--- src/rtl/perf_counter_bank.sv ---
// Bank of per-channel event counters with level/edge qualification, wrap or saturate,
// sticky overflow, selective clear and an atomic snapshot shadow bank behind one read port.
module perf_counter_bank #(
  parameter int NUM_CNT   = 8,
  parameter int CNT_WIDTH = 16,
  parameter bit SATURATE  = 1'b0,
  parameter int SEL_WIDTH = (NUM_CNT > 1) ? $clog2(NUM_CNT) : 1
) (
  input  logic                 clk,
  input  logic                 reset,
  input  logic [NUM_CNT-1:0]   event_in,
  input  logic [NUM_CNT-1:0]   edge_mode,
  input  logic                 count_en,
  input  logic                 freeze,
  input  logic                 clear_all,
  input  logic                 clear_valid,
  input  logic [SEL_WIDTH-1:0] clear_idx,
  input  logic                 snap,
  input  logic [SEL_WIDTH-1:0] rd_sel,
  input  logic                 rd_shadow,
  output logic [CNT_WIDTH-1:0] rd_data,
  output logic                 rd_ovf,
  output logic                 ovf_any
);

  logic [CNT_WIDTH-1:0] live   [NUM_CNT];
  logic [CNT_WIDTH-1:0] shadow [NUM_CNT];
  logic [NUM_CNT-1:0]   ovf;
  logic [NUM_CNT-1:0]   shadow_ovf;
  logic [NUM_CNT-1:0]   prev;
  logic [NUM_CNT-1:0]   qual;
  logic [NUM_CNT-1:0]   inc;
  logic [NUM_CNT-1:0]   clr;
  logic [CNT_WIDTH-1:0] rd_data_next;
  logic                 rd_ovf_next;

  // Edge-mode channels only see the cycle where the input rises.
  always_comb begin
    qual = event_in & ~(edge_mode & prev);
    inc  = (count_en && !freeze) ? qual : '0;
    clr  = '0;
    for (int unsigned i = 0; i < NUM_CNT; i++) begin
      clr[i] = clear_all || (clear_valid && (clear_idx == SEL_WIDTH'(i)));
    end
  end

  // Select by comparison so an out-of-range rd_sel falls through to zero.
  always_comb begin
    rd_data_next = '0;
    rd_ovf_next  = 1'b0;
    for (int unsigned i = 0; i < NUM_CNT; i++) begin
      if (rd_sel == SEL_WIDTH'(i)) begin
        rd_data_next = rd_shadow ? shadow[i] : live[i];
        rd_ovf_next  = rd_shadow ? shadow_ovf[i] : ovf[i];
      end
    end
  end

  always_ff @(posedge clk) begin
    if (reset) begin
      for (int unsigned i = 0; i < NUM_CNT; i++) begin
        live[i]   <= '0;
        shadow[i] <= '0;
      end
      ovf        <= '0;
      shadow_ovf <= '0;
      prev       <= '0;
      rd_data    <= '0;
      rd_ovf     <= 1'b0;
    end else begin
      prev    <= event_in;
      rd_data <= rd_data_next;
      rd_ovf  <= rd_ovf_next;
      if (snap) begin
        shadow     <= live;
        shadow_ovf <= ovf;
      end
      for (int unsigned i = 0; i < NUM_CNT; i++) begin
        if (clr[i]) begin
          live[i] <= '0;
          ovf[i]  <= 1'b0;
        end else if (inc[i]) begin
          if (&live[i]) begin
            live[i] <= SATURATE ? live[i] : '0;
            ovf[i]  <= 1'b1;
          end else begin
            live[i] <= live[i] + CNT_WIDTH'(1);
          end
        end
      end
    end
  end

  assign ovf_any = |ovf;

endmodule

--- config.mk ---
export PLATFORM = sky130hd
export DESIGN_NAME = perf_counter_bank
export DESIGN_NICKNAME = d
export VERILOG_FILES = /design/src/rtl/perf_counter_bank.sv
export SDC_FILE = /design/constraint.sdc
export NUM_CORES = 1
export LEC_CHECK = 0
export CAP_MARGIN = 20
export CELL_PAD_IN_SITES_DETAIL_PLACEMENT = 1
export CELL_PAD_IN_SITES_GLOBAL_PLACEMENT = 2
export CORE_ASPECT_RATIO = 0.7
export CORE_MARGIN = 1.5
export CORE_UTILIZATION = 30
export CTS_CLUSTER_DIAMETER = 60
export DETAILED_ROUTE_END_ITERATION = 8
export PLACE_DENSITY = 0.61
export SLEW_MARGIN = 20
export SYNTH_ARGS = -nofsm -noshare
export SYNTH_HDL_FRONTEND = slang
export SYNTH_SLANG_ARGS = --single-unit
export TNS_END_PERCENT = 20
--- constraint.sdc ---
create_clock -name clk -period 3.1 [get_ports clk]
set_input_delay 0.62 -clock clk [delete_from_list [all_inputs] [get_ports clk]]
set_output_delay 0.62 -clock clk [all_outputs]
set_load 0.02 [all_outputs]
==> results_dict.tcl <==
set metrics [dict create \
    crit_path_max_incr_delay_ps 570 \
    timing.final.max_slew_violations 0 \
    yosysUniqueCellTypes 57 \
    regToRegEndpoint "live[83]$_SDFFE_PP0P_" \
    clockPowerShare_pct 47.5 \
    placement.setup.worst_slack_ps 188.9 \
    worstSetupEndpointType "output port" \
    p_per_area_mw_per_mm2 508.3 \
    synth_async_sr_flop_share_pct 0 \
    max-cap-violations 0 \
    grtUsageTotal_pct 19.66 \
    synth_area_per_cell_um2 8.859 \
    cts.htree.levels 2 \
    std_cell_rows 66 \
    worst_slew_margin_rel_pct 32.30 \
    post-route-period-util_pct 84.48 \
    share_comb_of_total_power_pct 7.0 \
    placedInstanceArea_mm2 0.01557 \
    post-route-worst-setup-slack_ps 481.1 \
    remaining_drc_errors 0 \
    worst_r2r_startpoint "live[83]$_SDFFE_PP0P_" \
    rsz_0062_raised_after_global_routing "false" \
    tritoncts "built" \
    fin_area_mm2 0.01666 \
    element_type_at_the_critical_path_start "flop" \
    number_of_antenna_violations_at_the_first_check_in_global_routing 1 \
    die_height_um 186.0 \
    synth_warnings 0 \
    design.final.nets 1688 \
    antenna_violating_nets_left 0 \
    vias 11771 \
    syn_nets 1658 \
    place.port_buffers 47 \
    worst-endpoint-required_ps 2480 \
    hold_violations 0 \
    power_mw 8.468 \
    min_path_type "flop to flop" \
    layout-drive-gt1-share_pct 7.711 \
    synth-main-ff-cell "sky130_fd_sc_hd__dfxtp_1" \
    achievable-frequency_mhz 381.8 \
    power_switching_mw 2.094 \
    worst_setup_hold_path_clk_slew_ps 60 \
    net_switching_share_of_the_total_power_pct 24.73 \
    worst-endpoint-arrival_ps 2000 \
    critPathKind "flop to output port" \
    post_cts.resized_instances 0 \
    cts_hold_repair.buffers 0 \
    grt.overflow.total 0 \
    worst_path_max_delay_cell "sky130_fd_sc_hd__clkdlybuf4s50_1" \
    drt_first_pass_iters 5 \
    critical_path_fanout_max 4 \
    via_count_of_the_first_global_routing_pass 11450 \
    post_drt_via_cell_ratio 5.151 \
    grt_pass1_wl_um 73160 \
    timing.critical_path.from "ovf[5]$_SDFFE_PP0P_" \
    reg2reg_setup_slack_ps 910 \
    static-leakage-power_nw 6.131 \
    timing.critical_path.to "ovf_any" \
    largest_buffer_count_on_any_clock_path 3 \
    clock-sinks 297 \
    final_core_utilization_pct 35.58 \
    drt_wl_total_um 48050 \
    detail_route.iter0.violations 579 \
    antenna-diode-count 0 \
    cell_internal_pwr_mw 6.373 \
    synth_top_cell_area_share_pct 41.43 \
    core_area_mm2 0.04682 \
    number_of_buffers_created_by_cts 35 \
    setup-tns-final_ps 0 \
    place_congestion 0.9227 \
    power.sequential.fraction_pct 45.5 \
    reg2regPathDepth 5 \
    clock_latency_ps 540 \
    synth_sequential_area_ratio_pct 41.43 \
    synthToLayoutAreaGrowth_pct 16.08 \
    post-dp-hpwl_um 35700 \
    min_period_ps 2619 \
    top_level_ports 48 \
    floorplan.die_area_mm2 0.04918 \
    synthesis.instances 1620 \
    worst-slew-pin-transition_ps 1012 \
    finClkSkew_ps 16.08 \
    cts_post_setup_buffers_inserted 0 \
    syn_area_mm2 0.01435 \
    grt_start_max_net_pins 95 \
    synth_top_cell_by_area "sky130_fd_sc_hd__dfxtp_1" \
    outcome "finished, final reports clean" \
    routedWlPerCell_um 21.03 \
    postSynthRegisterBits 297 \
    die_width_um 264.4 \
    synth_enable_flop_cells 0 \
    vdd_ir_drop_max_mv 0.3854 \
    initial_standard_cell_utilization_of_the_core_pct 30.65 \
    clk_root_buffer_cell "sky130_fd_sc_hd__clkbuf_16" \
    setup_viol 0 \
    timing.critical_path.cells "nor4_1, nand2_1, clkdlybuf4s50_1" \
    yosys-top-cells-area "sky130_fd_sc_hd__dfxtp_1 41%, sky130_fd_sc_hd__mux2i_1 18%, sky130_fd_sc_hd__nor2_1 7.9%" \
]
==> state kept, by name, summed over array words and instances (netlist names) <==
name and flops:
rd_data 16, prev 8, shadow 128, shadow_ovf 8, ovf 8, live 128, rd_ovf 1
==> metal layers <==
layer  vias up  GRT usage (%)  wire length, um
met3        77          3.479             1839
met1      5812          28.92            25070
met2       154          29.14            19930
met4         0          5.425             1212
met5         -              0                0
li1       5728              -                -
==> worst max-delay path, delay by kind of cell, from the launching register on <==
family        cells  cell delay (ps)
buf+inv           1              570
simple gates      2              470
flops             1              420
==> cells in the final DEF (no fill, tap or decap), types with 7 or more instances in the layout <==
cell type / Yosys / layout
sky130_fd_sc_hd__xnor2_1: 61 / 61
sky130_fd_sc_hd__clkbuf_16: 0 / 35
sky130_fd_sc_hd__and2_1: 13 / 13
sky130_fd_sc_hd__nor2_1: 302 / 302
sky130_fd_sc_hd__buf_4: 0 / 35
sky130_fd_sc_hd__and3_1: 15 / 15
sky130_fd_sc_hd__nor3_1: 35 / 35
sky130_fd_sc_hd__mux2i_1: 255 / 255
sky130_fd_sc_hd__nor2b_1: 12 / 11
sky130_fd_sc_hd__nand4_1: 38 / 38
sky130_fd_sc_hd__a21oi_1: 27 / 27
sky130_fd_sc_hd__clkbuf_1: 42 / 7
sky130_fd_sc_hd__nand3_1: 46 / 46
sky130_fd_sc_hd__mux2_2: 17 / 17
sky130_fd_sc_hd__inv_1: 20 / 20
sky130_fd_sc_hd__o22ai_1: 17 / 17
sky130_fd_sc_hd__clkbuf_8: 0 / 7
sky130_fd_sc_hd__or3_1: 13 / 13
sky130_fd_sc_hd__xor2_1: 31 / 31
sky130_fd_sc_hd__nand2b_1: 9 / 9
sky130_fd_sc_hd__o21a_1: 22 / 22
sky130_fd_sc_hd__a21o_1: 20 / 20
sky130_fd_sc_hd__a221oi_1: 17 / 17
sky130_fd_sc_hd__dfxtp_1: 297 / 297
sky130_fd_sc_hd__and4_1: 10 / 10
sky130_fd_sc_hd__ha_1: 8 / 8
sky130_fd_sc_hd__nand2_1: 77 / 77
sky130_fd_sc_hd__clkdlybuf4s50_1: 0 / 44
sky130_fd_sc_hd__o21ai_0: 101 / 101
==> cell usage after synthesis, types with 9 or more instances <==
master                     count
sky130_fd_sc_hd__nor2_1      302
sky130_fd_sc_hd__dfxtp_1     297
sky130_fd_sc_hd__mux2i_1     255
sky130_fd_sc_hd__o21ai_0     101
sky130_fd_sc_hd__nand2_1      77
sky130_fd_sc_hd__xnor2_1      61
sky130_fd_sc_hd__nand3_1      46
sky130_fd_sc_hd__clkbuf_1     42
sky130_fd_sc_hd__nand4_1      38
sky130_fd_sc_hd__nor3_1       35
sky130_fd_sc_hd__buf_2        34
sky130_fd_sc_hd__xor2_1       31
sky130_fd_sc_hd__a21oi_1      27
sky130_fd_sc_hd__o21a_1       22
sky130_fd_sc_hd__a21o_1       20
sky130_fd_sc_hd__inv_1        20
sky130_fd_sc_hd__a221oi_1     17
sky130_fd_sc_hd__mux2_2       17
sky130_fd_sc_hd__o22ai_1      17
sky130_fd_sc_hd__and3_1       15
sky130_fd_sc_hd__buf_1        14
sky130_fd_sc_hd__and2_1       13
sky130_fd_sc_hd__or3_1        13
sky130_fd_sc_hd__nor2b_1      12
sky130_fd_sc_hd__and4_1       10
sky130_fd_sc_hd__nand2b_1      9
==> final cells by class <==
class,instances,area [um^2]
well taps,612,765.7
multi-input cells,1208,7934
repair buffers,87,848.3
clock inverters,12,101.3
flip-flops and latches,297,5946
fillers,5392,30160
inverters,21,78.83
clock buffers,48,984.7
==> worst min path at each step <==
stage                                  start                  endpoint  cells after the start
floorplan           shadow[112]$_SDFFE_PP0P_  shadow[112]$_SDFFE_PP0P_                      2
global placement    shadow[127]$_SDFFE_PP0P_  shadow[127]$_SDFFE_PP0P_                      2
detailed placement  shadow[113]$_SDFFE_PP0P_  shadow[113]$_SDFFE_PP0P_                      2
CTS                 shadow[113]$_SDFFE_PP0P_  shadow[113]$_SDFFE_PP0P_                      2
global route        shadow[107]$_SDFFE_PP0P_  shadow[107]$_SDFFE_PP0P_                      2
finish              shadow[113]$_SDFFE_PP0P_  shadow[113]$_SDFFE_PP0P_                      2
==> logic make-up (layout without fill, tap and decap cells) <==
logic type	after synthesis	count (layout)	synth area share (%)
flops	297	297	41.43
buf+inv	115	168	3.339
simple gates	595	595	19.35
compound gates	241	241	10.44
xor+xnor	92	92	5.615
mux	272	272	19.12
fa+ha+maj	8	8	0.6975
==> power groups by stage <==
stage / Combinational, mW / Sequential (mW) / Clock [mW]
3_3_place_gp: 0.589 / 3.94 / 0
6_report: 0.590 / 3.86 / 4.02
2_1_floorplan: 0.344 / 3.95 / 0
5_1_grt: 0.631 / 3.85 / 4.33
4_1_cts: 0.592 / 3.86 / 4.16
3_5_place_dp: 0.589 / 3.94 / 0
==> per-stage QoR <==
step,hold slack [ps],std cells
final,488.5,2285
after global routing,517.9,2285
after CTS,494.9,2285
after detailed placement,480.1,2225
after global placement,467.7,2225
after floorplan,454.4,1620
Note: power is estimated with default switching activity, not from simulation.
